`config.mk`:
```
export PLATFORM = sky130hd
export DESIGN_NAME = pwm_capture
export DESIGN_NICKNAME = d
export VERILOG_FILES = /design/src/rtl/pwm_capture_pkg.sv /design/src/rtl/pwm_capture_edge.sv /design/src/rtl/pwm_capture.sv
export SDC_FILE = /design/constraint.sdc
export NUM_CORES = 1
export LEC_CHECK = 0
export CORE_ASPECT_RATIO = 1.5
export CORE_MARGIN = 3
export CORE_UTILIZATION = 40
export CTS_BUF_LIST = sky130_fd_sc_hd__clkbuf_16
export DETAILED_ROUTE_END_ITERATION = 8
export GPL_TIMING_DRIVEN = 1
export PLACE_DENSITY = 0.71
export SLEW_MARGIN = 10
export SYNTH_ARGS = -nofsm -noshare
export SYNTH_HDL_FRONTEND = slang
export SYNTH_SLANG_ARGS = --single-unit
export TNS_END_PERCENT = 100
```
`constraint.sdc`:
```
create_clock -name clk_50 -period 2.3 [get_ports clk_50]
set_input_delay 0.46 -clock clk_50 [delete_from_list [all_inputs] [get_ports clk_50]]
set_output_delay 0.46 -clock clk_50 [all_outputs]
set_load 0.02 [all_outputs]
```
`src/rtl/pwm_capture_pkg.sv`:
```
// Shared types and default constants for the PWM capture block.
package pwm_capture_pkg;

    typedef enum logic [1:0] {
        IDLE = 2'd0,
        HIGH = 2'd1,
        LOW  = 2'd2
    } state_t;

    localparam int CNT_W_DEF       = 24;
    localparam int TIMEOUT_CYC_DEF = 2_500_000;
    localparam int FILTER_CYC_DEF  = 4;

    // clk_50 cycles per microsecond
    localparam int CYC_PER_US = 50;

endpackage

```
`src/rtl/pwm_capture_edge.sv`:
```
// Front end: 2-flop synchronizer, optional glitch filter (PWM_CAPTURE_FILTER_EN), edge detector.
// Strobes and level are registered so the pwm_in-to-strobe latency is constant.
module pwm_capture_edge
    import pwm_capture_pkg::*;
#(
    parameter int FILTER_CYC = FILTER_CYC_DEF
) (
    input  logic clk_50,
    input  logic reset_n,
    input  logic pwm_in,
    output logic rise,
    output logic fall,
    output logic level
);

    logic sync_1;
    logic sync_2;
    logic src;

    always_ff @(posedge clk_50 or negedge reset_n) begin
        if (!reset_n) begin
            sync_1 <= 1'b0;
            sync_2 <= 1'b0;
        end else begin
            sync_1 <= pwm_in;
            sync_2 <= sync_1;
        end
    end

`ifdef PWM_CAPTURE_FILTER_EN
    localparam int FW = $clog2(FILTER_CYC + 1);

    logic [FW-1:0] stable_cnt;
    logic          filt;

    // The new level is taken on the FILTER_CYC-th consecutive sample that differs.
    always_ff @(posedge clk_50 or negedge reset_n) begin
        if (!reset_n) begin
            stable_cnt <= '0;
            filt       <= 1'b0;
        end else if (sync_2 == filt) begin
            stable_cnt <= '0;
        end else if (stable_cnt == FW'(FILTER_CYC - 1)) begin
            filt       <= sync_2;
            stable_cnt <= '0;
        end else begin
            stable_cnt <= stable_cnt + 1'b1;
        end
    end

    assign src = filt;
`else
    logic unused_filter_cfg;

    assign unused_filter_cfg = (FILTER_CYC > 0);
    assign src               = sync_2;
`endif

    always_ff @(posedge clk_50 or negedge reset_n) begin
        if (!reset_n) begin
            level <= 1'b0;
            rise  <= 1'b0;
            fall  <= 1'b0;
        end else begin
            level <= src;
            rise  <= src & ~level;
            fall  <= ~src & level;
        end
    end

endmodule

```
`src/rtl/pwm_capture.sv`:
```
// PWM period / high-time capture with stuck-line timeout and sticky bus flags.
// Build option: define PWM_CAPTURE_FILTER_EN to insert the glitch filter in the front end.
module pwm_capture
    import pwm_capture_pkg::*;
#(
    parameter int CNT_W       = CNT_W_DEF,
    parameter int TIMEOUT_CYC = TIMEOUT_CYC_DEF,
    parameter int FILTER_CYC  = FILTER_CYC_DEF
) (
    input  logic             clk_50,
    input  logic             reset_n,
    input  logic             pwm_in,
    input  logic             clear,
    input  logic             meas_ack,
    output logic [CNT_W-1:0] period_out,
    output logic [CNT_W-1:0] high_out,
    output logic             meas_valid,
    output logic             meas_new,
    output logic             overrun,
    output logic             timeout,
    output logic             level_out
);

    logic rise;
    logic fall;

    pwm_capture_edge #(
        .FILTER_CYC (FILTER_CYC)
    ) u_edge (
        .clk_50  (clk_50),
        .reset_n (reset_n),
        .pwm_in  (pwm_in),
        .rise    (rise),
        .fall    (fall),
        .level   (level_out)
    );

    state_t           state;
    state_t           state_next;
    logic [CNT_W-1:0] cnt;
    logic [CNT_W-1:0] high_pend;
    logic             hit_to;
    logic             rise_acc;
    logic             do_fall_cap;
    logic             do_meas;
    logic             do_stuck;
    logic             do_idle_to;
    logic             update;

    assign hit_to = (cnt == CNT_W'(TIMEOUT_CYC - 1));

    always_ff @(posedge clk_50 or negedge reset_n) begin
        if (!reset_n) begin
            state <= IDLE;
        end else begin
            state <= state_next;
        end
    end

    // Edges win over a timeout landing in the same cycle.
    always_comb begin
        state_next = state;
        if (clear) begin
            state_next = IDLE;
        end else begin
            case (state)
                IDLE:    if (rise) state_next = HIGH;
                HIGH:    if (fall) state_next = LOW;  else if (hit_to) state_next = IDLE;
                LOW:     if (rise) state_next = HIGH; else if (hit_to) state_next = IDLE;
                default: state_next = IDLE;
            endcase
        end
    end

    always_comb begin
        rise_acc    = 1'b0;
        do_fall_cap = 1'b0;
        do_meas     = 1'b0;
        do_stuck    = 1'b0;
        do_idle_to  = 1'b0;
        if (!clear) begin
            case (state)
                IDLE: begin
                    rise_acc   = rise;
                    do_idle_to = hit_to && !rise;
                end
                HIGH: begin
                    do_fall_cap = fall;
                    do_stuck    = !fall && hit_to;
                end
                LOW: begin
                    rise_acc = rise;
                    do_meas  = rise;
                    do_stuck = !rise && hit_to;
                end
                default: ;
            endcase
        end
    end

    assign update = do_meas | do_stuck;

    // Saturating counter; the IDLE timeout fires once because cnt only moves up past it.
    always_ff @(posedge clk_50 or negedge reset_n) begin
        if (!reset_n) begin
            cnt <= '0;
        end else if (clear || rise_acc) begin
            cnt <= '0;
        end else if (cnt != '1) begin
            cnt <= cnt + 1'b1;
        end
    end

    always_ff @(posedge clk_50 or negedge reset_n) begin
        if (!reset_n) begin
            high_pend  <= '0;
            period_out <= '0;
            high_out   <= '0;
            meas_valid <= 1'b0;
            meas_new   <= 1'b0;
            overrun    <= 1'b0;
            timeout    <= 1'b0;
        end else if (clear) begin
            high_pend  <= '0;
            period_out <= '0;
            high_out   <= '0;
            meas_valid <= 1'b0;
            meas_new   <= 1'b0;
            overrun    <= 1'b0;
            timeout    <= 1'b0;
        end else begin
            meas_valid <= update;
            if (do_fall_cap) high_pend <= cnt + 1'b1;
            if (do_meas) begin
                period_out <= cnt + 1'b1;
                high_out   <= high_pend;
            end else if (do_stuck) begin
                period_out <= '0;
                high_out   <= '0;
            end
            if (do_stuck || do_idle_to) begin
                timeout <= 1'b1;
            end else if (rise_acc) begin
                timeout <= 1'b0;
            end
            // An ack coinciding with an update keeps the new result flagged.
            if (update) begin
                meas_new <= 1'b1;
                if (meas_new && !meas_ack) overrun <= 1'b1;
            end else if (meas_ack) begin
                meas_new <= 1'b0;
                overrun  <= 1'b0;
            end
        end
    end

endmodule

```
Yosys cells after proc, flatten, opt, wreduce, memory -nomap -nowiden
Cells that the tools add are included.
{ "op_classes": {"add_sub_neg": 1, "multipliers": 0, "n_div": 0, "order_cmp": 0, "eq_ne": 6, "n_shift": 0, "mux": 35, "bitwise": 5, "reduce_logical": 16} }
{ "op_table": {"columns": ["cell", "n"], "rows": [
  ["$mux W24", 9],
  ["$add A24 B1 Y24 const B", 1],
  ["$eq A24 B22 Y1 const B", 1],
  ["$ne A24 B24 Y1 const B", 1],
  ["$mux W1", 19],
  ["$mux W2", 5],
  ["$reduce_bool A3 Y1", 3],
  ["$ne A3 B2 Y1 const B", 2],
  ["$pmux W2 S3", 1],
  ["$reduce_bool A2 Y1", 2],
  ["$logic_and A1 B1 Y1", 3],
  ["$logic_not A1 Y1", 3],
  ["$and A1 B1 Y1", 2],
  ["$eq A2 B1 Y1 const B", 1],
  ["$eq A2 B2 Y1 const B", 1],
  ["$logic_not A2 Y1", 1],
  ["$logic_or A1 B1 Y1", 2],
  ["$not A1 Y1", 2],
  ["$pmux W1 S2", 1],
  ["$reduce_and A2 Y1", 1],
  ["$reduce_or A2 Y1", 1],
  ["$or A1 B1 Y1", 1]
]} }
{ "word_totals": {"ff_bits": 107, "latch_bits": 0, "ramBits": 0, "mem_bits_ro": 0, "wordCells": 77, "mem_count": 0} }

Depth between registers and ports, before layout
{ "logic_depth": {"ltp_word": 7, "ltp_mapped": 8, "mapped_depth_nobuf": 6} }

By module
A second synthesis with hierarchy kept.
{ "hier_totals": {"cells_unflattened": 474, "hier_area_um2": 4735.8} }
{ "by_module_without_submodules": {"columns": ["module", "instances", "cells_each", "area_each_um2", "seq_area_each_um2"], "rows": [
  ["pwm_capture", 1, 467, 4595.7, 2552.4],
  ["pwm_capture_edge", 1, 7, 140.1, 125.1]
]} }

Least setup slack after synthesis
No wires, ideal clock.
{ "synth_timing": {"path_type": "register to register", "startpoint": "reg cnt[0]", "endpoint": "reg high_pend[22]", "setup_ns": 0.099, "arrival_time_ns": 1.961, "path_slack_ns": 0.240, "path_stages_with_launch": 7, "synth_period_minus_slack_ns": 2.060, "cell_sequence": "dfrtp_1 > ha_1 > nand4_1 > or3_1 > clkbuf_1 > or4_1 > a311oi_1"} }
{ "synth_via": {"elab_chain_cells": 3} }
{ "synth_lines": {"columns": ["element", "line_no", "rtl"], "rows": [
  ["start, declared", "pwm_capture.sv:40", "logic [CNT_W-1:0] cnt;"],
  ["start signal, assigned", "pwm_capture.sv:110", "cnt <= cnt + 1'b1;"],
  ["$add A24 B1 Y24", "pwm_capture.sv:133", "if (do_fall_cap) high_pend <= cnt + 1'b1;"],
  ["$mux W24", "pwm_capture.sv:133", null],
  ["$mux W24", "pwm_capture.sv:123", "end else if (clear) begin"],
  ["end signal, assigned", "pwm_capture.sv:133", null],
  ["end, declared", "pwm_capture.sv:41", "logic [CNT_W-1:0] high_pend;"]
]} }
Every way passes these cells. The select of a mux whose other input is x is not followed.
A chain may end at the register's enable or synchronous reset.

Final worst setup path
{ "layout_timing": {"startpoint": "reg cnt[5]", "endpoint": "reg high_pend[23]"} }
Same word-level chain as after synthesis.

==> metrics.md <==
| Metric | Value |
|---|---|
| Clock Latency Late Sink | `0.36 ns` |
| Setup tns final | `0 ns` |
| Largest net degree at the start of global routing | `46` |
| GP Congestion | `0.9378` |
| Gate power share | `4.9%` |
| Worst Hold End | `u_edge.src` |
| Reg2reg end | `high_pend[23]` |
| Final Worst Setup Slack | `0.1331 ns` |
| Hold Crit Class | `reg -> reg` |
| Internal power | `2.736 mW` |
| Final Hold Fails | `0` |
| #FFs+latches synth | `107` |
| # DRC | `0` |
| Dpl hpwl | `9.396 mm` |
| Reg power frac | `52.5%` |
| Worst Path Arrival | `2.42 ns` |
| Async set or reset register ratio after synthesis | `100.0%` |
| Antenna violations before repair | `0` |
| CTS tree | `built` |
| Avg Synthesized Cell Area | `10.78 µm²` |
| I/O pin count | `58` |
| Core ar. | `0.01171 mm²` |
| Worst r2r src | `cnt[5]` |
| Clock power frac | `42.6%` |
| Startpoint types | `register` |
| Seq/Total Area, Yosys | `54.72%` |
| Critical setup path kind | `reg -> reg` |
| LEAKAGE | `2.505 nW` |
| Synth Cell Area | `0.004893 mm²` |
| Layout cells sized above 1 | `12.67%` |
| # Post-CTS Setup Buffers | `0` |
| GRT overflow | `0` |
| Pin slew with the least headroom to its limit | `0.5916 ns` |
| Drt first pass iters | `7` |
| Synth unique cells | `52` |
| Die Span X | `96.31 µm` |
| Syn Nets | `464` |
| Die ar. | `0.01362 mm²` |
| Peak supply drop | `0.3288 mV` |
| Vias | `4048` |
| Tmin final | `2.167 ns` |
| Clock Sinks | `107` |
| Worst EP required | `2.55 ns` |
| Synth Warn # | `0` |
| Flop2flop setup slack | `0.13 ns` |
| Vias per cell | `5.962` |
| Critical path fanouts, max | `16` |
| Hold Path Depth | `0` |
| Area share of the largest cell type after synthesis | `54.72%` |
| Post-route ant nets | `0` |
| Clk buf depth | `2` |
| Die height | `141.5 µm` |
| Final Cycle Share | `94.21%` |
| I/O Buffers | `57` |
| Initial Utilization | `41.78%` |
| Final net count | `534` |
| PD cells | `597.5 mW/mm²` |
| Diodes inserted | `0` |
| Cells after synthesis | `454` |
| # fillers | `1060` |
| FMAX | `461.5 MHz` |
| Layout area overhead | `24.98%` |
| Global-route wire length before repair | `21.51 mm` |
| Critical Path End Type | `register` |
| Synth area leaders | `dfrtp_1 55%, a22o_1 4.7%, nor2_1 2.8%` |
| Net switching power | `0.9177 mW` |
| Switching share of power | `25.11%` |
| CTS buffer count | `9` |
| Final Max Slew Viols | `0` |
| Pre-CTS WS | `0.1077 ns` |
| DR WL/cell | `19.02 µm` |
| FF-to-FF path depth | `4` |
| Final Skew | `0.01037 ns` |
| RSZ-0062 raised after global routing | `false` |
| Final setup violation count | `0` |
| DR iter-0 viols | `295` |
| Routed WL | `12.92 mm` |
| Slew headroom | `60.20%` |
| Htree depth | `3` |
| Max cap viols | `0` |
| Worst-path clk slew | `0.08 ns` |
| Total Routing Usage GR | `20.38%` |
| Hold_sp | `u_edge.sync_1` |
| CTS root buf | `clkbuf_16` |
| Status | `finished clean` |
| Post-synth top area cell | `dfrtp_1` |
| Rows | `48` |
| Post-synth top flop | `dfrtp_1` |
| Post-synth EDFFs | `0` |
| Vias in the first global route | `3942` |
## worst max-delay path, stage by stage, from the launching register on
cell and delay, ns:
dfrtp_1 0.48, nand4_4 0.16, or4_4 0.62, or4_1 0.50, a311oi_1 0.29
## metal layers
layer,track usage [%],vias up,wire [µm]
met3,3.077,25,566
met4,9.165,0,505
li1,-,1879,-
met2,30.83,144,6189
met5,0,-,0
met1,28.76,2000,5655
## Yosys cell counts, types with 2 or more instances
cell type,count
o211ai_1,14
buf_4,5
nor3_1,7
o311ai_0,6
clkbuf_2,2
nor2_1,37
nand4_1,11
a21oi_1,15
o21ai_0,14
a31oi_1,13
buf_1,3
or3_1,5
clkbuf_1,26
or4_1,7
dfrtp_1,107
ha_1,5
nor4_1,7
a211oi_1,14
nand2_1,16
and2_1,2
a311oi_1,12
o31ai_1,6
and4_1,4
or2_2,2
o32ai_1,2
nand2b_1,4
xnor2_1,7
nor2b_1,8
nand3_1,25
o2bb2ai_1,11
nor4b_1,3
xor2_1,4
inv_1,6
a22o_1,26
## how the worst max path moves through the flow
stage / endpoint / from
global route: high_pend[20] / cnt[0]
floorplan: high_pend[22] / cnt[0]
detailed placement: high_pend[22] / cnt[0]
CTS: high_pend[22] / cnt[0]
finish: high_pend[23] / cnt[5]
global placement: overrun / cnt[20]
## cell families after synthesis
| kind of cell | count (synthesis) | share of synthesized area [%] |
|---|---|---|
| adder cells (fa/ha/maj) | 5 | 1.278 |
| flip-flops | 107 | 54.72 |
| XOR/XNOR | 11 | 1.969 |
| buffers and inverters | 45 | 4.295 |
| AO/OA/AOI/OAI | 139 | 21.15 |
| AND/OR/NAND/NOR | 147 | 16.59 |
## metrics by stage
stage | cells | cell area, µm² | util (%) | total power, mW | hold WS, ns
after floorplan | 454 | 4893 | - | 2.039 | 0.1644
after global placement | 662 | 5789 | 49.43 | 2.130 | 0.3366
after detailed placement | 662 | 5789 | 49.43 | 2.138 | 0.3365
after CTS | 679 | 6106 | 52.14 | 3.695 | 0.3548
after global routing | 679 | 6116 | 52.22 | 3.800 | 0.3581
final | 679 | 6116 | 52.22 | 3.654 | 0.3585
## area by class of cell
type / count / area (µm²) / area share (%)
Multi-Input combinational cell: 302 / 2018 / 33.00
Clock buffer: 9 / 225.2 / 3.682
Inverter: 6 / 22.52 / 0.3682
Tap cell: 150 / 187.7 / 3.069
Timing Repair Buffer: 98 / 903.4 / 14.77
Sequential cell: 107 / 2678 / 43.78
Clock inverter: 7 / 81.33 / 1.330
## what timing repair did
action                                 in CTS  in global routing
endpoints found under the hold margin      17                  0
hold buffers                                1                  0
resized for setup                           0                  2
setup endpoints to repair                   0                  2
## registers in the layout (all words and copies together), names as in the netlist, 2 cells and up
register / cells
state: 2
high_out: 24
cnt: 24
period_out: 24
high_pend: 24
## power groups by stage
| stage | combinational [mW] | sequential (mW) | clock [mW] |
|---|---|---|---|
| 3_5_place_dp | 0.182 | 1.96 | 0 |
| 6_report | 0.180 | 1.92 | 1.56 |
| 4_1_cts | 0.183 | 1.92 | 1.59 |
| 3_3_place_gp | 0.176 | 1.95 | 0 |
| 2_1_floorplan | 0.0842 | 1.96 | 0 |
| 5_1_grt | 0.204 | 1.92 | 1.67 |
## placed cells by master (no fill, tap or decap), types with 5 or more instances in the layout
cell	count
a311oi_1	12
a211oi_1	14
clkdlybuf4s50_1	56
a31oi_1	13
ha_1	5
o211ai_1	14
or4_1	7
nor3_1	7
nor4_1	7
dfrtp_1	107
nand2_1	16
nand3_1	24
nor2b_1	8
nand4_1	11
o2bb2ai_1	11
xnor2_1	7
clkbuf_16	9
o311ai_0	6
o21ai_0	14
nor2_1	36
inv_1	6
a21oi_1	15
o31ai_1	6
buf_4	39
a22o_1	26
No activity file was read; power rests on OpenSTA's default activity.
